===== src/rtl/pwm_multichannel_gen_if.sv =====
// Control/status bundle of the multi-channel PWM generator.
interface pwm_multichannel_gen_if #(
    parameter int unsigned CHANNELS = 4,
    parameter int unsigned PERIOD   = 10
);
    localparam int unsigned CW  = $clog2(PERIOD + 1);
    localparam int unsigned CSW = (CHANNELS > 1) ? $clog2(CHANNELS) : 1;

    logic [CSW-1:0]      ch_sel;
    logic                increase_duty;
    logic                decrease_duty;
    logic                center_mode;
    logic [CHANNELS-1:0] pwm_out;
    logic                period_start;
    logic [CW-1:0]       duty_rd;

    modport master (
        output ch_sel, increase_duty, decrease_duty, center_mode,
        input  pwm_out, period_start, duty_rd
    );

    modport slave (
        input  ch_sel, increase_duty, decrease_duty, center_mode,
        output pwm_out, period_start, duty_rd
    );
endinterface


===== src/rtl/pwm_multichannel_gen.sv =====
// Multi-channel PWM generator: shared period counter, per-channel
// double-buffered duty stepped by button edges, edge/center-aligned modes.
module pwm_multichannel_gen #(
    parameter int unsigned CHANNELS  = 4,
    parameter int unsigned PERIOD    = 10,
    parameter int unsigned STEP      = 1,
    parameter int unsigned DUTY_INIT = 5
) (
    input  logic                  clk,
    input  logic                  rst,
    pwm_multichannel_gen_if.slave bus
);
    localparam int unsigned CW  = $clog2(PERIOD + 1);
    localparam int unsigned CWX = CW + 1;

    localparam logic [CW-1:0]  CNT_LAST = CW'(PERIOD - 1);
    localparam logic [CW-1:0]  DUTY_RST = CW'(DUTY_INIT);
    localparam logic [CWX-1:0] DUTY_MAX = CWX'(PERIOD);
    localparam logic [CWX-1:0] STEP_W   = CWX'(STEP);

    typedef enum logic {DIR_UP, DIR_DOWN} dir_e;

    logic [CW-1:0] cnt;
    dir_e          dir;
    logic          mode_act;
    logic          inc_prev;
    logic          dec_prev;
    logic          restart;
    logic [CW-1:0] duty_pend     [CHANNELS];
    logic [CW-1:0] duty_act      [CHANNELS];
    logic [CW-1:0] duty_pend_nxt [CHANNELS];
    logic          inc_ev_c;
    logic          dec_ev_c;
    logic          boundary_c;

    // Saturating duty step computed one bit wider so it never wraps.
    function automatic logic [CW-1:0] step_duty(input logic [CW-1:0] d, input logic up);
        logic [CWX-1:0] wide;
        wide = CWX'(d);
        if (up) begin
            wide = wide + STEP_W;
            if (wide > DUTY_MAX) begin
                wide = DUTY_MAX;
            end
        end else begin
            wide = (wide > STEP_W) ? (wide - STEP_W) : '0;
        end
        return wide[CW-1:0];
    endfunction

    assign inc_ev_c   = bus.increase_duty & ~inc_prev;
    assign dec_ev_c   = bus.decrease_duty & ~dec_prev;
    assign boundary_c = mode_act ? (dir == DIR_DOWN && cnt == '0) : (cnt == CNT_LAST);

    // Next pending duty: only the addressed channel moves, opposing events cancel.
    always_comb begin
        for (int i = 0; i < CHANNELS; i++) begin
            duty_pend_nxt[i] = duty_pend[i];
            if (int'(bus.ch_sel) == i && (inc_ev_c ^ dec_ev_c)) begin
                duty_pend_nxt[i] = step_duty(duty_pend[i], inc_ev_c);
            end
        end
    end

    // Pending duty readback; out-of-range selects read as zero.
    always_comb begin
        bus.duty_rd = '0;
        for (int i = 0; i < CHANNELS; i++) begin
            if (int'(bus.ch_sel) == i) begin
                bus.duty_rd = duty_pend[i];
            end
        end
    end

    // Counter, duty buffers, boundary hand-over and registered outputs.
    always_ff @(posedge clk) begin
        if (rst) begin
            cnt              <= '0;
            dir              <= DIR_UP;
            mode_act         <= 1'b0;
            inc_prev         <= 1'b0;
            dec_prev         <= 1'b0;
            restart          <= 1'b1;
            bus.period_start <= 1'b0;
            bus.pwm_out      <= '0;
            for (int i = 0; i < CHANNELS; i++) begin
                duty_pend[i] <= DUTY_RST;
                duty_act[i]  <= DUTY_RST;
            end
        end else begin
            inc_prev         <= bus.increase_duty;
            dec_prev         <= bus.decrease_duty;
            restart          <= boundary_c;
            bus.period_start <= restart;
            for (int i = 0; i < CHANNELS; i++) begin
                duty_pend[i]   <= duty_pend_nxt[i];
                bus.pwm_out[i] <= (cnt < duty_act[i]);
                if (boundary_c) begin
                    duty_act[i] <= duty_pend_nxt[i];
                end
            end
            if (boundary_c) begin
                cnt      <= '0;
                dir      <= DIR_UP;
                mode_act <= bus.center_mode;
            end else if (!mode_act) begin
                cnt <= cnt + CW'(1);
            end else if (dir == DIR_UP) begin
                // Top value is held for a second cycle while turning around.
                if (cnt == CNT_LAST) begin
                    dir <= DIR_DOWN;
                end else begin
                    cnt <= cnt + CW'(1);
                end
            end else begin
                cnt <= cnt - CW'(1);
            end
        end
    end
endmodule

===== src/flat_wrapper.sv =====
// flat-port wrapper written by rule: the top's interface ports become plain ports
module pwm_multichannel_gen_flat 
#(
    parameter int unsigned CHANNELS  = 4,
    parameter int unsigned PERIOD    = 10,
    parameter int unsigned STEP      = 1,
    parameter int unsigned DUTY_INIT = 5
)
  (clk, rst, bus_ch_sel, bus_increase_duty, bus_decrease_duty, bus_center_mode, bus_pwm_out, bus_period_start, bus_duty_rd);
  pwm_multichannel_gen_if #(.CHANNELS(CHANNELS), .PERIOD(PERIOD)) bus_i ();
  input  logic clk;
  input  logic rst;
  input wire logic [$bits(bus_i.ch_sel)-1:0] bus_ch_sel;
  input wire logic [$bits(bus_i.increase_duty)-1:0] bus_increase_duty;
  input wire logic [$bits(bus_i.decrease_duty)-1:0] bus_decrease_duty;
  input wire logic [$bits(bus_i.center_mode)-1:0] bus_center_mode;
  output wire logic [$bits(bus_i.pwm_out)-1:0] bus_pwm_out;
  output wire logic [$bits(bus_i.period_start)-1:0] bus_period_start;
  output wire logic [$bits(bus_i.duty_rd)-1:0] bus_duty_rd;
  assign bus_i.ch_sel = bus_ch_sel;
  assign bus_i.increase_duty = bus_increase_duty;
  assign bus_i.decrease_duty = bus_decrease_duty;
  assign bus_i.center_mode = bus_center_mode;
  assign bus_pwm_out = bus_i.pwm_out;
  assign bus_period_start = bus_i.period_start;
  assign bus_duty_rd = bus_i.duty_rd;
  pwm_multichannel_gen #(.CHANNELS(CHANNELS), .PERIOD(PERIOD), .STEP(STEP), .DUTY_INIT(DUTY_INIT)) u_core (.clk(clk), .rst(rst), .bus(bus_i));
endmodule

===== config.mk =====
export PLATFORM = sky130hd
export DESIGN_NAME = pwm_multichannel_gen_flat
export DESIGN_NICKNAME = d
export VERILOG_FILES = /design/src/rtl/pwm_multichannel_gen_if.sv /design/src/rtl/pwm_multichannel_gen.sv /design/src/flat_wrapper.sv
export SDC_FILE = /design/constraint.sdc
export NUM_CORES = 1
export LEC_CHECK = 0
export ABC_AREA = 0
export CORE_UTILIZATION = 46
export CTS_BUF_LIST = sky130_fd_sc_hd__clkbuf_2 sky130_fd_sc_hd__clkbuf_4 sky130_fd_sc_hd__clkbuf_8
export CTS_CLUSTER_SIZE = 20
export DETAILED_ROUTE_END_ITERATION = 12
export GPL_TIMING_DRIVEN = 0
export PLACE_DENSITY_LB_ADDON = 0.3
export SLEW_MARGIN = 20
export SYNTH_ARGS = -nofsm -noshare
export SYNTH_HDL_FRONTEND = slang
export SYNTH_SLANG_ARGS = --single-unit

===== constraint.sdc =====
create_clock -name clk -period 3.1 [get_ports clk]
set_input_delay 0.62 -clock clk [delete_from_list [all_inputs] [get_ports clk]]
set_output_delay 0.62 -clock clk [all_outputs]
set_load 0.01 [all_outputs]

== Yosys cells after proc, flatten, opt, wreduce, memory -nomap -nowiden ==
Memories as Yosys holds them, arrays and structs flattened.
Cells that the tools add are included.

* Memories: 2
* Register bits: 14
* Output and inout bits: 9
* Bits in writable memories: 32

* Add/subtract/negate cells: 10
* Mux-type cells: 40
* Bitwise operators: 13
* Reductions and logical operators: 8
* Magnitude comparators: 12
* Eq/ne operators: 5

{| class="wikitable"
|+ Memories
! name !! depth !! bits a word !! rd ports !! clocked after memory_dff !! wr ports !! RTL line !! text
|-
| u_core.duty_act || 4 || 4 || 4 || 0 || 4 || pwm_multichannel_gen.sv:30 || <nowiki>logic [CW-1:0] duty_act [CHANNELS];</nowiki>
|-
| u_core.duty_pend || 4 || 4 || 4 || 0 || 4 || pwm_multichannel_gen.sv:29 || <nowiki>logic [CW-1:0] duty_pend [CHANNELS];</nowiki>
|}

{| class="wikitable"
|+ Operators by type and width
! kind !! number
|-
| $mux 4 || 31
|-
| $add 4x1->5 const B || 4
|-
| $gt 5x4->1 const B || 4
|-
| $sub 4x1->4 const B || 5
|-
| $gt 4x1->1 const B || 4
|-
| $lt 4x4->1 || 4
|-
| $mux 1 || 9
|-
| $or 1x1->1 || 8
|-
| $logic_and 1x1->1 || 5
|-
| $add 4x1->4 const B || 1
|-
| $eq 2x2->1 const B || 2
|-
| $eq 4x4->1 const B || 1
|-
| $logic_not 4->1 || 1
|-
| $ne 3x2->1 const B || 1
|-
| $and 1x1->1 || 2
|-
| $eq 2x1->1 const B || 1
|-
| $logic_not 2->1 || 1
|-
| $not 1->1 || 2
|-
| $reduce_or 2->1 || 1
|-
| $xor 1x1->1 || 1
|}

== Depth between registers and ports, before layout ==
Gate-level depths: netlist (run 1).

* Word-level depth: 7
* Gate-level depth with buffers: 8
* Mapped depth without buffers: 7

== Worst setup path after synthesis (run 1) ==
No wires, ideal clock.

* Path type: reg2reg
* Start: memory u_core.duty_pend[3][0] (netlist bit)
* End: memory u_core.duty_act[3][0] (netlist bit), data pin
* Library setup time: 0.265 ns
* Path slack: 0.989 ns
* Cell stages (with the launch flop): 9
* Arrival: 1.845 ns
* Buffers on the path: 1
* Cell sequence: dfxtp_1 -> buf_2 -> inv_1 -> ha_1 -> nand2b_1 -> a31oi_1 -> a2111oi_4 -> nor4_1 -> or3_1

{| class="wikitable"
|+ RTL lines
! element !! RTL line
|-
| start, declared || pwm_multichannel_gen.sv:29
|-
| end, declared || pwm_multichannel_gen.sv:30
|}

== Worst setup path after layout (run 1) ==
* Start: input bus_ch_sel[0]
* End: output bus_duty_rd[2]

* Word-level cells in the longest chain between the ends: 5
* Elaborated cells on any way between the ends: 8

{| class="wikitable"
|+ RTL lines
! element !! RTL line !! text
|-
| start, declared || flat_wrapper.sv:13 || <nowiki>input wire logic [$bits(bus_i.ch_sel)-1:0] bus_ch_sel;</nowiki>
|-
| $logic_not 2->1 || pwm_multichannel_gen.sv:69 || <nowiki>if (int'(bus.ch_sel) == i) begin</nowiki>
|-
| $mux 4 (3 in series) || pwm_multichannel_gen.sv:69 ||
|-
| $mux 4 * || pwm_multichannel_gen.sv:69 ||
|-
| end, declared || flat_wrapper.sv:19 || <nowiki>output wire logic [$bits(bus_i.duty_rd)-1:0] bus_duty_rd;</nowiki>
|}

Mark *: on every way between the ends. The rest lies on a longest branch, timed or not.

==> results of run 1 <==
[layout by cell type (no fill, tap or decap), drive strengths merged, types with 4 or more instances in the layout]
| cell | count |
|---|---|
| a21oi | 10 |
| ha | 32 |
| nand2 | 16 |
| mux2i | 4 |
| buf | 14 |
| and2 | 5 |
| nand3 | 16 |
| a21boi | 4 |
| nor2b | 8 |
| inv | 32 |
| dfxtp | 30 |
| clkbuf | 10 |
| or3 | 5 |
| nor2 | 31 |
| edfxtp | 16 |
| a211o | 5 |
| nand2b | 17 |
| nor4 | 5 |
| o211ai | 5 |
| mux4 | 4 |
| xnor2 | 4 |
| a211oi | 6 |
| o21ai | 22 |
| nor3 | 13 |
| a31oi | 5 |
| clkdlybuf4s50 | 14 |
[layout make-up]
class / instances / area, um^2
buffer: 19 / 102.6
clock buffer: 5 / 68.82
clock inverter: 3 / 18.77
fill: 597 / 3009
inverter: 32 / 120.1
multi-input combinational: 256 / 1858
sequential: 46 / 1081
tap: 77 / 96.34
timing repair buffer: 14 / 140.1
[kinds of logic after synthesis]
logic type	synth area share
AOI/OAI and AO/OA	0.1809
DFF	0.3420
xor gates and xnor gates	0.02495
muxes	0.04117
buffers and inverters	0.07007
adders and majority gates	0.1267
and+or+nand+nor	0.2142
[worst reg2reg max path, delay by kind of cell, from the launching register on]
family / cells / cell delay (ns)
buffers and inverters: 2 / 0.32
adders and majority gates: 1 / 0.34
DFF: 1 / 0.38
and+or+nand+nor: 3 / 0.61
AOI/OAI and AO/OA: 2 / 0.52
[metal layers]
layer / GRT usage / vias to the layer above
li1: - / 1302
met1: 0.2629 / 1219
met2: 0.3326 / 84
met3: 0.03016 / 6
met4: 0.05393 / 0
met5: 0 / -
[power by group]
group,internal (mW),switching (mW)
combinational,0.113,0.149
sequential,0.645,0.0272
clock,0.159,0.212
[worst max path at each step]
stage                                       end  slack (ns)  cells past startpoint
after CTS                        bus_duty_rd[2]        0.08                      4
after global placement           bus_duty_rd[3]        0.09                      4
after global routing             bus_duty_rd[2]        0.03                      4
after floorplan           u_core.duty_act[3][0]        0.99                      8
final                            bus_duty_rd[2]        0.08                      4
after detailed placement         bus_duty_rd[2]        0.09                      4
[flip-flops by register name (all words and copies together) (netlist names)]
signal and flops:
u_core.duty_act 16, u_core.duty_pend 16, u_core.bus.pwm_out 4, u_core.cnt 4
u_core.bus.period_start 1, u_core.dec_prev 1, u_core.dir 1, u_core.inc_prev 1
u_core.mode_act 1, u_core.restart 1
==> impl_metrics.ini, run 1 <==
[clocking]
tritoncts.num_buffers = 5
cts_htree_levels = 2
worst_skew_pair.late_latency_ns = 0.30
path_clk_slew_ns = 0.09
cts_root_buf = sky130_fd_sc_hd__clkbuf_8
clock_sinks = 46
cts_tree = done
cts_post_setup_buffers_inserted = 0
clock_path_buffers = 2
holdBufCountCts = 0
postCtsResizedCells = 0

[setup_path]
criticalPathCategory = primary input to primary output
slowest_delay_ns = 0.56
cp.arrival_ns = 2.40
timing.critical_path.required_ns = 2.48
path_buf_inv = 3
critical-path-top-cell-by-count = sky130_fd_sc_hd__clkdlybuf4s50_1
worst_setup_path_end_kind = primary output
critical_path_peak_fanout = 10
ff2ff_setup_slack_ns = 0.69
crit_start = bus_ch_sel[0]
setup.worst_path.start_class = primary input
worst_path_cell_with_the_longest_stage_delay = sky130_fd_sc_hd__mux4_2
worst_r2r_endpoint = u_core.duty_act[3][0]
regToRegStartpoint = u_core.duty_pend[3][0]
worst-r2r-cell-count = 8
path_cells = clkdlybuf4s50_1, buf_2, mux4_2, clkdlybuf4s50_1
critical-path-top-delay-family = buffers and inverters

[drt]
detailedRoute.firstPassIterationCount = 4
drt.antenna.violating_nets = 0
route.top_layer_used = met4
routedLengthMet1_mm = 3.091
drt_drc_violations_left = 0
number_of_violations_reported_at_the_end_of_detailed_routing_iteration_0 = 173
wire_per_inst_um = 14.81
detailroute.wirelength.met2_mm = 3.158
drt-vias-per-instance = 5.777
dr_total_vias = 2611
postRouteWirelength_mm = 6.696
met3_length_um = 386

[sta]
worst_pin_slew_ns = 0.5609
fin_hold_ws_ns = 0.4464
timing.setup.tns_ns = 0
maxSlewHeadroom = 0.6260
timing.final.max_slew_violations = 0
hold_violations = 0
timing.final.crit_period_ns = 3.015
grt_setup_unrepaired = false
post-route-worst-setup-slack_ns = 0.08468
report.final.setup_viol = 0
layout_worst_path_cycle_share = 0.9727
fin_skew_ns = 0.01281
timing.fmax_mhz = 331.6

[grt]
grt_start_max_net_pins = 22
global_routing_usage_summed_across_all_routing_layers = 0.1966
wire_length_of_the_first_global_routing_pass_mm = 11.23
grt_antenna_before_repair = 0
grt_overflow_total = 0
via_count_of_the_first_global_routing_pass = 2401

[yosys]
netlist_top_cells_area = sky130_fd_sc_hd__dfxtp_1 (19%), sky130_fd_sc_hd__edfxtp_1 (15%), sky130_fd_sc_hd__ha_1 (13%), sky130_fd_sc_hd__inv_1 (3.7%), sky130_fd_sc_hd__nor2_1 (3.6%)
synth_cells = 353
syn-num-nets = 392
asyncSetResetFlopFracSynth = 0
yosys-top-cells-count = sky130_fd_sc_hd__ha_1 (32), sky130_fd_sc_hd__inv_1 (31), sky130_fd_sc_hd__dfxtp_1 (30), sky130_fd_sc_hd__nor2_1 (30), sky130_fd_sc_hd__o21ai_0 (21)
synth_most_common_cell = sky130_fd_sc_hd__ha_1
count_of_flip_flops_with_a_built_in_enable_after_synthesis = 16
ys_ff_latch = 46
ys_flop_type = sky130_fd_sc_hd__dfxtp_1
post-synth-top-area-cell = sky130_fd_sc_hd__dfxtp_1
synth_cell_types = 58
post_synth_instance_area_mm2 = 0.003161
synth.top_cell.area_share = 0.1900
synth.yosys.seq_area_share = 0.3420
synth.avg_cell_area_um2 = 8.953
synth.yosys.warnings = 0

[hold_path]
min_path_type = flip-flop to flip-flop
hold_path_startpoint = u_core.restart
hold_path_end = u_core.bus.period_start
min_delay_path_depth = 1

[power_and_ir_drop]
totalPowerFinal_mw = 1.305
total_leakage_power_nw = 1.393
ir_drop_uv = 197.4
power_per_cell_area_mw_per_mm2 = 374.4

[die]
dieArea_mm2 = 0.007206
fp-row-count = 29
ios = 16
core_area_mm2 = 0.006495
starting_density = 0.4866
die_height_um = 84.89
fp.dieW_um = 84.89

[placed_design]
portBuffers = 14
dp_cells = 444
post-place-ws_ns = 0.08810
post_placement_cell_area_mm2 = 0.003397
hpwl_mm = 4.931
globalplace.congestion = 0.9275

[final_layout]
stdcell_count = 452
layout.cell_area.non_filler_mm2 = 0.003486
utilization = 0.5367
finish.net_count = 413
drive_above_1_share = 0.09600
antenna-diode-count = 0
syn2layout_area_growth_pct = 10.29

[job]
max_cap_viol_count = 0

[run_status]
status = finished, final reports clean
No activity file was read; power rests on OpenSTA's default activity.
==> inputs of run 2 (changes only) <==
--- a/config.mk
+++ b/config.mk
@@ -6,6 +6,7 @@
 export NUM_CORES = 1
 export LEC_CHECK = 0
 export ABC_AREA = 0
+export CORE_MARGIN = 1.5
 export CORE_UTILIZATION = 46
 export CTS_BUF_LIST = sky130_fd_sc_hd__clkbuf_2 sky130_fd_sc_hd__clkbuf_4 sky130_fd_sc_hd__clkbuf_8
 export CTS_CLUSTER_SIZE = 20
==> constraint.sdc (replaced) <==
create_clock -name clk -period 3.1 [get_ports clk]
set_input_delay 0.775 -clock clk [delete_from_list [all_inputs] [get_ports clk]]
set_output_delay 0.775 -clock clk [all_outputs]
set_load 0.01 [all_outputs]
==> run 2 against run 1 <==
  * Highest routed layer unchanged
  * Fmax shrank 0.11%
  * Power grew 0.91%
  * Count of clock-buffer cells in the layout grew 1
  * Utilization shrank 1.6 points
  * Critical path depth is the same
  * Flip-flop and latch count is the same
  * Worst setup slack lost 0.0033 ns
==> impl_metrics.ini, run 2 (same netlist as run 1, synthesis figures left out) <==
[clocking]
clock_sinks = 46
path_clk_slew_ns = 0.09
cts_tree = done
tritoncts.num_buffers = 5
clock_path_buffers = 2
holdBufCountCts = 0
cts_htree_levels = 2
cts_root_buf = sky130_fd_sc_hd__clkbuf_8
worst_skew_pair.late_latency_ns = 0.30

[die]
ios = 16
core_area_mm2 = 0.006719
dieArea_mm2 = 0.007377
starting_density = 0.4704
fp.dieW_um = 85.89
fp-row-count = 30
die_height_um = 85.89

[drt]
detailedRoute.firstPassIterationCount = 5
routedLengthMet1_mm = 3.142
postRouteWirelength_mm = 6.829
route.top_layer_used = met4
detailroute.wirelength.met2_mm = 3.182
number_of_violations_reported_at_the_end_of_detailed_routing_iteration_0 = 158
drt-vias-per-instance = 5.842
drt_drc_violations_left = 0
wire_per_inst_um = 15.01
met3_length_um = 374
dr_total_vias = 2658
drt.antenna.violating_nets = 0

[grt]
grt_antenna_before_repair = 0
via_count_of_the_first_global_routing_pass = 2427
wire_length_of_the_first_global_routing_pass_mm = 11.56
grt_overflow_total = 0
grt_start_max_net_pins = 22
global_routing_usage_summed_across_all_routing_layers = 0.2011

[setup_path]
path_cells = clkdlybuf4s50_1, buf_6, mux4_2, dlygate4sd2_1
slowest_delay_ns = 0.52
critical-path-top-delay-family = buffers and inverters
worst_path_cell_with_the_longest_stage_delay = sky130_fd_sc_hd__mux4_2
timing.critical_path.required_ns = 2.32
cp.arrival_ns = 2.24
critical_path_peak_fanout = 10
setup.worst_path.start_class = primary input
path_buf_inv = 3
worst_setup_path_end_kind = primary output
criticalPathCategory = primary input to primary output

[placed_design]
hpwl_mm = 4.929
globalplace.congestion = 0.8890
dp_cells = 447
portBuffers = 14

[final_layout]
finish.net_count = 413
commonest_cells_after_routing_fill_and_taps_aside = sky130_fd_sc_hd__ha_1 (32), sky130_fd_sc_hd__inv_1 (31), sky130_fd_sc_hd__nor2_1 (30), sky130_fd_sc_hd__dfxtp_1 (30), sky130_fd_sc_hd__o21ai_0 (21)
antenna-diode-count = 0
seq_area_mm2 = 0.001081
most_common_library_cell_in_the_layout_ignoring_fill_and_taps = sky130_fd_sc_hd__ha_1
drive_above_1_share = 0.09600
utilization = 0.5203
multi_input_comb_area_mm2 = 0.001858
syn2layout_area_growth_pct = 10.61
stdcell_count = 455
nFillCells = 630
reg.largest.list = u_core.duty_act: 16 flops, u_core.duty_pend: 16 flops

[power_and_ir_drop]
totalPowerFinal_mw = 1.317
ir_drop_uv = 183.8
total_leakage_power_nw = 1.402
power_per_cell_area_mw_per_mm2 = 376.7

[sta]
layout_worst_path_cycle_share = 0.9738
grt_setup_unrepaired = false
timing.final.crit_period_ns = 3.019
worst_pin_slew_ns = 0.5931
timing.fmax_mhz = 331.3
timing.setup.tns_ns = 0
maxSlewHeadroom = 0.6046
report.final.setup_viol = 0
timing.final.max_slew_violations = 0
hold_violations = 0
fin_skew_ns = 0.004836

[hold_path]
min_path_type = flip-flop to flip-flop

[job]
max_cap_viol_count = 0

[run_status]
status = finished, final reports clean
[run 2: changes by cell type in the layout (fill, tap and decap cells not counted)]
cell                              change
sky130_fd_sc_hd__clkdlybuf4s50_1      -4
sky130_fd_sc_hd__dlygate4sd2_1        +4
sky130_fd_sc_hd__buf_2                -2
sky130_fd_sc_hd__buf_4                +1
sky130_fd_sc_hd__buf_6                +1
sky130_fd_sc_hd__clkbuf_4             +1
sky130_fd_sc_hd__clkinv_2             -1
sky130_fd_sc_hd__clkinv_4             +1
sky130_fd_sc_hd__inv_6                -1
[run 2: per-layer routing]
| layer | up-vias | GRT usage |
|---|---|---|
| li1 | 1307 | - |
| met1 | 1244 | 0.2671 |
| met2 | 95 | 0.3243 |
| met3 | 12 | 0.04042 |
| met4 | 0 | 0.07625 |
| met5 | - | 0 |
[run 2: path summary, 6_finish.rpt]
| path | from | end | slack, ns | cells after the start |
|---|---|---|---|---|
| worst max-delay path | bus_ch_sel[0] | bus_duty_rd[2] | 0.08 | 4 |
| worst min-delay path | u_core.restart | u_core.bus.period_start | 0.45 | 1 |
| worst min register to register | u_core.restart | u_core.bus.period_start | 0.45 | 1 |
| worst max register to register | u_core.duty_pend[3][0] | u_core.duty_act[3][0] | 0.63 | 8 |
[run 2: cell type report]
type,count,share of cell area
plain buffers,19,0.03185
multi-input cells,256,0.5315
clock inverters,2,0.003937
clock buffers,6,0.02183
flip-flops and latches,46,0.3092
well taps,80,0.02863
repair buffers,14,0.03865
inverters,32,0.03436
[run 2: timing repair]
| action | in CTS | in global routing |
|---|---|---|
| gates resized for setup | 6 | 1 |
| endpoints found under the setup margin | 4 | 1 |
| setup buffers | 0 | 0 |
[run 2: per-stage QoR]
| step | instance area [um^2] | setup WS (ns) | hold slack (ns) |
|---|---|---|---|
| after global routing | 3496 | 0.009460 | 0.4732 |
| after floorplan | 3161 | 0.8114 | 0.4138 |
| after global placement | 3401 | -0.1978 | 0.4213 |
| after CTS | 3491 | 0.06024 | 0.4480 |
| after detailed placement | 3401 | -0.1999 | 0.4272 |
| final | 3496 | 0.08135 | 0.4496 |
[run 2: power by group]
group          total (mW)  switching, mW  internal, mW
clock network       0.382          0.214         0.168
registers           0.673         0.0275         0.645
logic               0.262          0.150         0.112
